==> src/rtl/uil_pkg.sv <==
// Shared types for the upper-immediate / link unit.
// Result fields are sized for the widest datapath; narrower builds use the low XLEN bits.
package uil_pkg;

  localparam int UIL_MAX_XLEN = 64;
  localparam int ILEN_STD     = 4;
  localparam int ILEN_RVC     = 2;

  typedef enum logic [1:0] {
    UIL_LUI   = 2'b00,
    UIL_AUIPC = 2'b01,
    UIL_JAL   = 2'b10,
    UIL_JALR  = 2'b11
  } uil_op_e;

  typedef struct packed {
    uil_op_e                 op;
    logic [UIL_MAX_XLEN-1:0] wdata;
    logic [UIL_MAX_XLEN-1:0] target;
    logic                    redirect;
    logic                    misalign;
  } uil_result_t;

  function automatic logic is_jump(input uil_op_e op);
    return op[1];
  endfunction

endpackage

==> src/rtl/uil_calc.sv <==
// Combinational LUI/AUIPC/JAL/JALR result computation.
// UIL_RVC_EN: honour in_rvc (2-byte link) and drop the target[1] misalign check.
module uil_calc
  import uil_pkg::*;
#(
  parameter int XLEN = 32
) (
  input  uil_op_e          op,
  input  logic [XLEN-1:0]  pc,
  input  logic [XLEN-1:0]  imm,
  input  logic [XLEN-1:0]  rs1,
  input  logic             rvc,
  output uil_result_t      res
);

  logic [XLEN-1:0] ilen;
  logic [XLEN-1:0] pc_imm;
  logic [XLEN-1:0] pc_link;
  logic [XLEN-1:0] rs1_imm;
  logic [XLEN-1:0] wdata;
  logic [XLEN-1:0] target;

`ifdef UIL_RVC_EN
  assign ilen = rvc ? XLEN'(ILEN_RVC) : XLEN'(ILEN_STD);
`else
  logic unused_rvc;
  assign unused_rvc = rvc;
  assign ilen       = XLEN'(ILEN_STD);
`endif

  // All sums wrap at XLEN bits by construction.
  assign pc_imm  = pc + imm;
  assign pc_link = pc + ilen;
  assign rs1_imm = rs1 + imm;

  always_comb begin
    wdata  = '0;
    target = '0;
    unique case (op)
      UIL_LUI:   wdata = imm;
      UIL_AUIPC: wdata = pc_imm;
      UIL_JAL: begin
        wdata  = pc_link;
        target = pc_imm;
      end
      UIL_JALR: begin
        wdata  = pc_link;
        target = rs1_imm & ~XLEN'(1);
      end
      default: ;
    endcase
  end

  always_comb begin
    res        = '0;
    res.op     = op;
    res.wdata  = UIL_MAX_XLEN'(wdata);
    res.target = UIL_MAX_XLEN'(target);
`ifdef UIL_RVC_EN
    res.misalign = 1'b0;
`else
    res.misalign = is_jump(op) && target[1];
`endif
    res.redirect = is_jump(op) && !res.misalign;
  end

endmodule

==> src/rtl/upper_imm_link_unit.sv <==
// Upper-immediate / link unit: one valid/ready output stage plus a saturating redirect counter.
// Optional UIL_RVC_EN enables compressed-op link length and relaxed alignment (see uil_calc).
module upper_imm_link_unit
  import uil_pkg::*;
#(
  parameter int XLEN  = 32,
  parameter int CNT_W = 16
) (
  input  logic              clk,
  input  logic              rst_n,
  input  logic              flush,
  input  logic              in_valid,
  output logic              in_ready,
  input  logic [1:0]        in_op,
  input  logic [XLEN-1:0]   in_pc,
  input  logic [XLEN-1:0]   in_imm,
  input  logic [XLEN-1:0]   in_rs1,
  input  logic              in_rvc,
  output logic              out_valid,
  input  logic              out_ready,
  output logic [1:0]        out_op,
  output logic [XLEN-1:0]   out_wdata,
  output logic [XLEN-1:0]   out_target,
  output logic              out_redirect,
  output logic              out_misalign,
  output logic [CNT_W-1:0]  redirect_cnt
);

  uil_result_t      calc_res;
  uil_result_t      result_d, result_q;
  logic             valid_d, valid_q;
  logic [CNT_W-1:0] cnt_d, cnt_q;
  logic             accept;
  logic             handoff;

  uil_calc #(.XLEN(XLEN)) u_calc (
    .op  (uil_op_e'(in_op)),
    .pc  (in_pc),
    .imm (in_imm),
    .rs1 (in_rs1),
    .rvc (in_rvc),
    .res (calc_res)
  );

  assign in_ready = rst_n && !flush && (!valid_q || out_ready);
  assign accept   = in_valid && in_ready;
  // A flushed result is killed, never handed off.
  assign handoff  = valid_q && out_ready && !flush;

  always_comb begin
    valid_d  = valid_q;
    result_d = result_q;
    cnt_d    = cnt_q;
    if (flush) begin
      valid_d = 1'b0;
    end else if (accept) begin
      valid_d  = 1'b1;
      result_d = calc_res;
    end else if (handoff) begin
      valid_d = 1'b0;
    end
    if (handoff && result_q.redirect && (cnt_q != '1)) begin
      cnt_d = cnt_q + CNT_W'(1);
    end
  end

  always_ff @(posedge clk) begin
    if (!rst_n) begin
      valid_q  <= 1'b0;
      result_q <= '0;
      cnt_q    <= '0;
    end else begin
      valid_q  <= valid_d;
      result_q <= result_d;
      cnt_q    <= cnt_d;
    end
  end

  assign out_valid    = valid_q;
  assign out_op       = result_q.op;
  assign out_wdata    = result_q.wdata[XLEN-1:0];
  assign out_target   = result_q.target[XLEN-1:0];
  assign out_redirect = result_q.redirect;
  assign out_misalign = result_q.misalign;
  assign redirect_cnt = cnt_q;

  generate
    if (XLEN < UIL_MAX_XLEN) begin : g_pad
      logic unused_hi;
      assign unused_hi = ^{result_q.wdata[UIL_MAX_XLEN-1:XLEN],
                           result_q.target[UIL_MAX_XLEN-1:XLEN]};
    end
  endgenerate

endmodule

==> config.mk <==
export PLATFORM = sky130hd
export DESIGN_NAME = upper_imm_link_unit
export DESIGN_NICKNAME = d
export VERILOG_FILES = /design/src/rtl/uil_pkg.sv /design/src/rtl/uil_calc.sv /design/src/rtl/upper_imm_link_unit.sv
export SDC_FILE = /design/constraint.sdc
export NUM_CORES = 1
export LEC_CHECK = 0
export CORE_ASPECT_RATIO = 1.25
export CORE_MARGIN = 8
export CORE_UTILIZATION = 30
export CTS_CLUSTER_SIZE = 10
export DETAILED_ROUTE_END_ITERATION = 7
export GPL_TIMING_DRIVEN = 0
export PLACE_DENSITY = 0.6
export SLEW_MARGIN = 0
export SYNTH_ARGS = -nofsm -noshare
export SYNTH_HDL_FRONTEND = slang
export SYNTH_SLANG_ARGS = --single-unit
==> constraint.sdc <==
create_clock -name clk -period 3.3 [get_ports clk]
set_input_delay 0.66 -clock clk [delete_from_list [all_inputs] [get_ports clk]]
set_output_delay 0.66 -clock clk [all_outputs]
set_load 0.05 [all_outputs]
==> After elaboration in Yosys (flattened, before gate mapping) <==
Cells that the tools add are included.
Widths: inputs -> output; s select.
{ "classes": {"n_addsub": 4, "n_eq_ne": 4, "muxes": 4, "bitwise_logic": 2, "n_reduce_logical": 18} }
{ "op_table": {"columns": ["operator", "count"], "rows": [
  ["$pmux 32 s3", 1],
  ["$add 32x32->32", 2],
  ["$pmux 32 s2", 1],
  ["$add 32x3->32 const B", 1],
  ["$add 16x1->16 const B", 1],
  ["$ne 16x16->1 const B", 1],
  ["$logic_and 1x1->1", 9],
  ["$eq 2x2->1 const B", 2],
  ["$reduce_or 2->1", 2],
  ["$logic_not 1->1", 3],
  ["$eq 2x1->1 const B", 1],
  ["$logic_not 2->1", 1],
  ["$mux 1", 2],
  ["$not 1->1", 2],
  ["$reduce_and 2->1", 1],
  ["$reduce_bool 2->1", 1],
  ["$logic_or 1x1->1", 1]
]} }
{ "word_totals": {"regBits": 85, "in_bits": 104, "output_inout_bits": 86, "word_cells": 39} }

==> Longest topological paths before layout <==
{ "depth": {"depth_word": 5, "mapped_depth": 12, "ltp_nobuf": 12} }

==> Cells and area by module <==
Synthesis repeated with hierarchy kept, for this count alone.
{ "hier_totals": {"hier_cells": 1126, "area_unflattened_um2": 8582.0} }
{ "by_module_without_submodules": {"columns": ["module", "n_inst", "cells_per_inst", "area_per_inst_um2", "seq_area_each_um2"], "rows": [
  ["uil_calc", 1, 799, 5290.1, 0.0],
  ["upper_imm_link_unit", 1, 327, 3291.9, 1701.6]
]} }

==> Worst setup path after synthesis <==
No wires, ideal clock.
{ "synth_timing": {"path_kind": "input to register", "start": "in in_pc[0]", "end": "reg result_q (netlist bit out_target[28])", "setup_time_ns": 0.120, "arrival_time_ns": 2.881, "required_ns": 3.180, "path_slack_ns": 0.299, "stages": 12, "path_buffers": 0, "path_cell_list": "ha_1 inv_1 fa_1 nand2b_1 a21o_1 a31oi_4 nand3b_1 a2111oi_0 nor3_1 xnor2_1 a22o_1 or2_1"} }
{ "synth_via": {"elab_chain_len": 2} }
{ "synth_lines": {"columns": ["element", "line", "text"], "rows": [
  ["from (decl)", "upper_imm_link_unit.sv:15", "input logic [XLEN-1:0] in_pc,"],
  ["$add 32x32->32", "uil_calc.sv:32", "assign pc_imm = pc + imm;"],
  ["$pmux 32 s2", "uil_calc.sv:39", "unique case (op)"],
  ["to (signal assigned)", "upper_imm_link_unit.sv:74", "result_q <= result_d;"],
  ["to (decl)", "upper_imm_link_unit.sv:30", "uil_result_t result_d, result_q;"]
]} }
No other way between the ends.
A chain may end at the register's enable or synchronous reset.

==> Worst setup path in the final report <==
{ "layout_timing": {"start": "in in_imm[4]", "end": "reg result_q (netlist bit out_target[26])"} }
{ "layout_via": {"elab_chain_len": 2, "word_cells_on_any_way": 3, "cone_classes": "add/sub (2); mux (1)"} }
{ "layout_lines": {"columns": ["element", "line", "text"], "rows": [
  ["from (decl)", "upper_imm_link_unit.sv:16", "input logic [XLEN-1:0] in_imm,"],
  ["$add 32x32->32 (on tied branches)", "uil_calc.sv:34, uil_calc.sv:32", null],
  ["$pmux 32 s2 (*)", "uil_calc.sv:39", null]
]} }
Mark *: on every way between the ends. The rest lies on a longest branch, timed or not.

==> qor.yml <==
status: "completed"
final_nets: 1394
die_h_um: 195.3
fp-row-count: 65
totalWireLength_um: 33690
placed_area_mm2: 0.01000
peakVddDrop_mv: 0.2364
p_clk_frac: 0.287
cp_max_fo: 5
min_period_over_period: 0.9796
dp_hpwl_um: 27180
skew_ps: 4.138
rsz0062_at_grt: "true"
ant_nets: 0
postSynthCellCount: 1020
fillers: 2593
ff2ff_setup_slack_ps: 730
tritoncts: "done"
grt_pass1_wl_um: 51170
fmaxAchievable_mhz: 309.4
crit_path_end_kind: "flop"
intPower_mw: 2.296
combPwrFrac: 0.419
grt_max_degree: 15
synth_top_cell_by_area: "dfxtp_1"
start_kind: "input pin"
hp-class: "reg -> reg"
gp_congestion: 0.9304
critical_path_class: "in -> reg"
tns_ps: 0
grt_pass1_vias: 8745
power_frac_seq: 0.294
clk_pin_slew_ps: 70
initial_utilization: 0.3049
synth_top_area_frac: 0.2206
switchingPower_mw: 1.424
ys_seq_elements: 85
area_growth_pct: 40.07
seq_area_frac_synth: 0.2206
setup_violations: 0
worst_slew_pin_slew_ps: 1035
cts.htree.levels: 3
first_pass_iters: 5
multi_input_area_mm2: 0.006111
vias: 8591
ys_top_cells_by_area: "dfxtp_1, ha_1, a21oi_1"
root_buffer: "clkbuf_16"
max_slew_margin: 0.3102
async_reset_ff_frac: 0
numCtsBuffers: 9
clock_sink_count: 85
dp_cells: 1542
drive_above_1_share: 0.08869
num_io_pins: 190
portBuffers: 187
clk_latency_ps: 350
finalCriticalPeriod_ps: 3233
grt.overflow.total: 0
timing.rr.end: "out_target[17]"
cp_data_arrival_time_ps: 3520
p_per_area_mw_per_mm2: 344.4
drv_cap: 0
wl_per_cell_um: 21.54
seqCellArea_mm2: 0.001702
synth_edf_count: 0
via_per_inst: 5.493
finalWorstSetupSlack_ps: 67.47
drc: 0
reg2reg_depth: 7
ys_types: 74
antenna_cells: 0
grt.total_usage: 0.2089
yosysWarnings: 0
antenna_found_initial: 0
cp.required_ps: 3580
leakagePower_nw: 4.140
place_ws_ps: -712.9
core-area_mm2: 0.02529
slew_viol_final: 0
netSwitchingFraction: 0.3828
synth_area_per_cell_um2: 7.561
netlist_area_mm2: 0.007712
stdcell_count: 1564
synth_flop_cell: "dfxtp_1"
die_area_mm2: 0.03113
crit_path_end: "out_target[26]"
design_area_mm2: 0.01080
startpoint: "in_imm[4]"
die_w_um: 159.4
clk_path_buf_depth: 2
rr_startpoint: "out_valid"
finalHoldViolCount: 0
synth_fp_nets: 1189
first_iter_violations: 446
cells in the mapped netlist (all sizes together), types with 2 or more instances:
library cell / n
o221ai: 6
nor4: 6
nor2b: 14
and4: 3
a31oi: 10
o21bai: 6
a22oi: 9
fa: 2
buf: 6
a2111oi: 3
nand3: 40
and3: 20
a221o: 8
clkbuf: 48
nand4: 22
o31a: 4
a32o: 2
nor3: 21
dfxtp: 85
o21a: 11
a21o: 29
mux2i: 15
ha: 63
o31ai: 4
a221oi: 6
a211oi: 27
clkinv: 2
nor2: 103
xnor2: 52
nand2: 83
mux2: 7
nor4b: 2
nand2b: 4
and2: 8
a211o: 2
or2: 7
a21boi: 2
o21ai: 62
a41oi: 2
a21oi: 119
xor2: 43
or3: 4
a22o: 4
inv: 23
o211ai: 6
registers in the layout (all words and copies together), names as in the netlist:
register,flops
out_wdata,32
out_misalign,1
out_redirect,1
out_op,2
out_target,32
out_valid,1
redirect_cnt,16
power groups by stage:
stage | logic [mW] | registers (mW) | clock network [mW]
final | 1.56 | 1.09 | 1.07
after global routing | 1.68 | 1.10 | 1.12
after CTS | 1.50 | 1.09 | 1.08
after detailed placement | 1.44 | 1.12 | 0
after global placement | 1.44 | 1.12 | 0
after floorplan | 0.785 | 1.24 | 0
per-stage QoR:
| step | hold WS [ps] | total power, mW | util |
|---|---|---|---|
| finish | 457.8 | 3.721 | 0.4271 |
| global route | 497.6 | 3.897 | 0.4271 |
| CTS | 456.4 | 3.673 | 0.4165 |
| detailed placement | 447.8 | 2.555 | 0.3955 |
| global placement | 440.3 | 2.552 | 0.3955 |
| floorplan | 661.5 | 2.029 | - |
layer usage:
layer,wire [um],global-route usage
met1,13800,0.2449
met5,0,0
met3,1937,0.03577
met4,1211,0.08435
met2,16740,0.3710
kinds of logic (layout without fill, tap and decap cells):
family	count (synthesis)	in the layout	share of synthesized area
buffers and inverters	79	288	0.03845
xor gates and xnor gates	95	95	0.1079
DFF	85	85	0.2206
adders and majority gates	65	65	0.1074
and+or+nand+nor	340	340	0.2104
AOI/OAI and AO/OA	334	334	0.2855
muxes	22	22	0.02969
worst min-delay path by stage:
| stage | startpoint | to | slack, ps | cells past startpoint |
|---|---|---|---|---|
| 3_3_place_gp | out_target[8] | out_target[8] | 440 | 2 |
| 3_5_place_dp | out_wdata[3] | out_wdata[3] | 450 | 2 |
| 5_1_grt | out_target[0] | out_target[0] | 500 | 2 |
| 4_1_cts | out_wdata[3] | out_wdata[3] | 460 | 2 |
| 2_1_floorplan | out_wdata[20] | out_wdata[20] | 660 | 2 |
| 6_report | out_wdata[3] | out_wdata[3] | 460 | 2 |
area by class of cell:
class / instances / share of cell area
Clock buffer: 10 / 0.02212
Multi-Input combinational cell: 856 / 0.5657
Sequential cell: 85 / 0.1575
Clock inverter: 5 / 0.005559
Buffer: 46 / 0.01610
Timing Repair Buffer: 202 / 0.1855
Tap cell: 335 / 0.03880
Inverter: 25 / 0.008687
worst max-delay path, cell delays in order:
cell             delay [ps]
clkdlybuf4s50_1         510
ha_1                    400
o21a_1                  130
o31a_1                  130
o211ai_1                370
a31oi_4                 200
o211ai_1                230
buf_4                   200
a21oi_4                  90
buf_4                   140
o311a_1                 310
a21oi_1                 160
cells in the final DEF, fill, tap and decap left out, types with 6 or more instances in the layout:
cell type        count
nor3_1              17
o21a_1              11
clkdlybuf4s50_1    173
a31oi_1              7
nor2b_1             13
mux2i_1             15
clkbuf_1            39
xor2_1              43
dfxtp_1             85
buf_1                6
a221o_1              8
ha_4                 9
mux2_2               7
nand2_1             82
and3_1              19
a21o_1              29
o21ai_0             52
ha_2                 8
a211oi_1            25
nor2_1             102
buf_4               15
ha_1                46
xnor2_1             50
nand3_1             40
a21oi_1            112
o211ai_1             6
inv_1               23
o21ai_1              6
nand4_1             22
o21bai_1             6
clkbuf_16            9
dlymetal6s2s_1      10
a22oi_1              9
and2_1               8
a21oi_2              6
repair_timing:
item / CTS / global route
hold buffers: 0 / 0
setup buffers: 11 / 4
setup endpoints to repair: 27 / 36
pin swaps: 14 / 12
resized for setup: 33 / 52
Power figures use the tool's default switching activity.
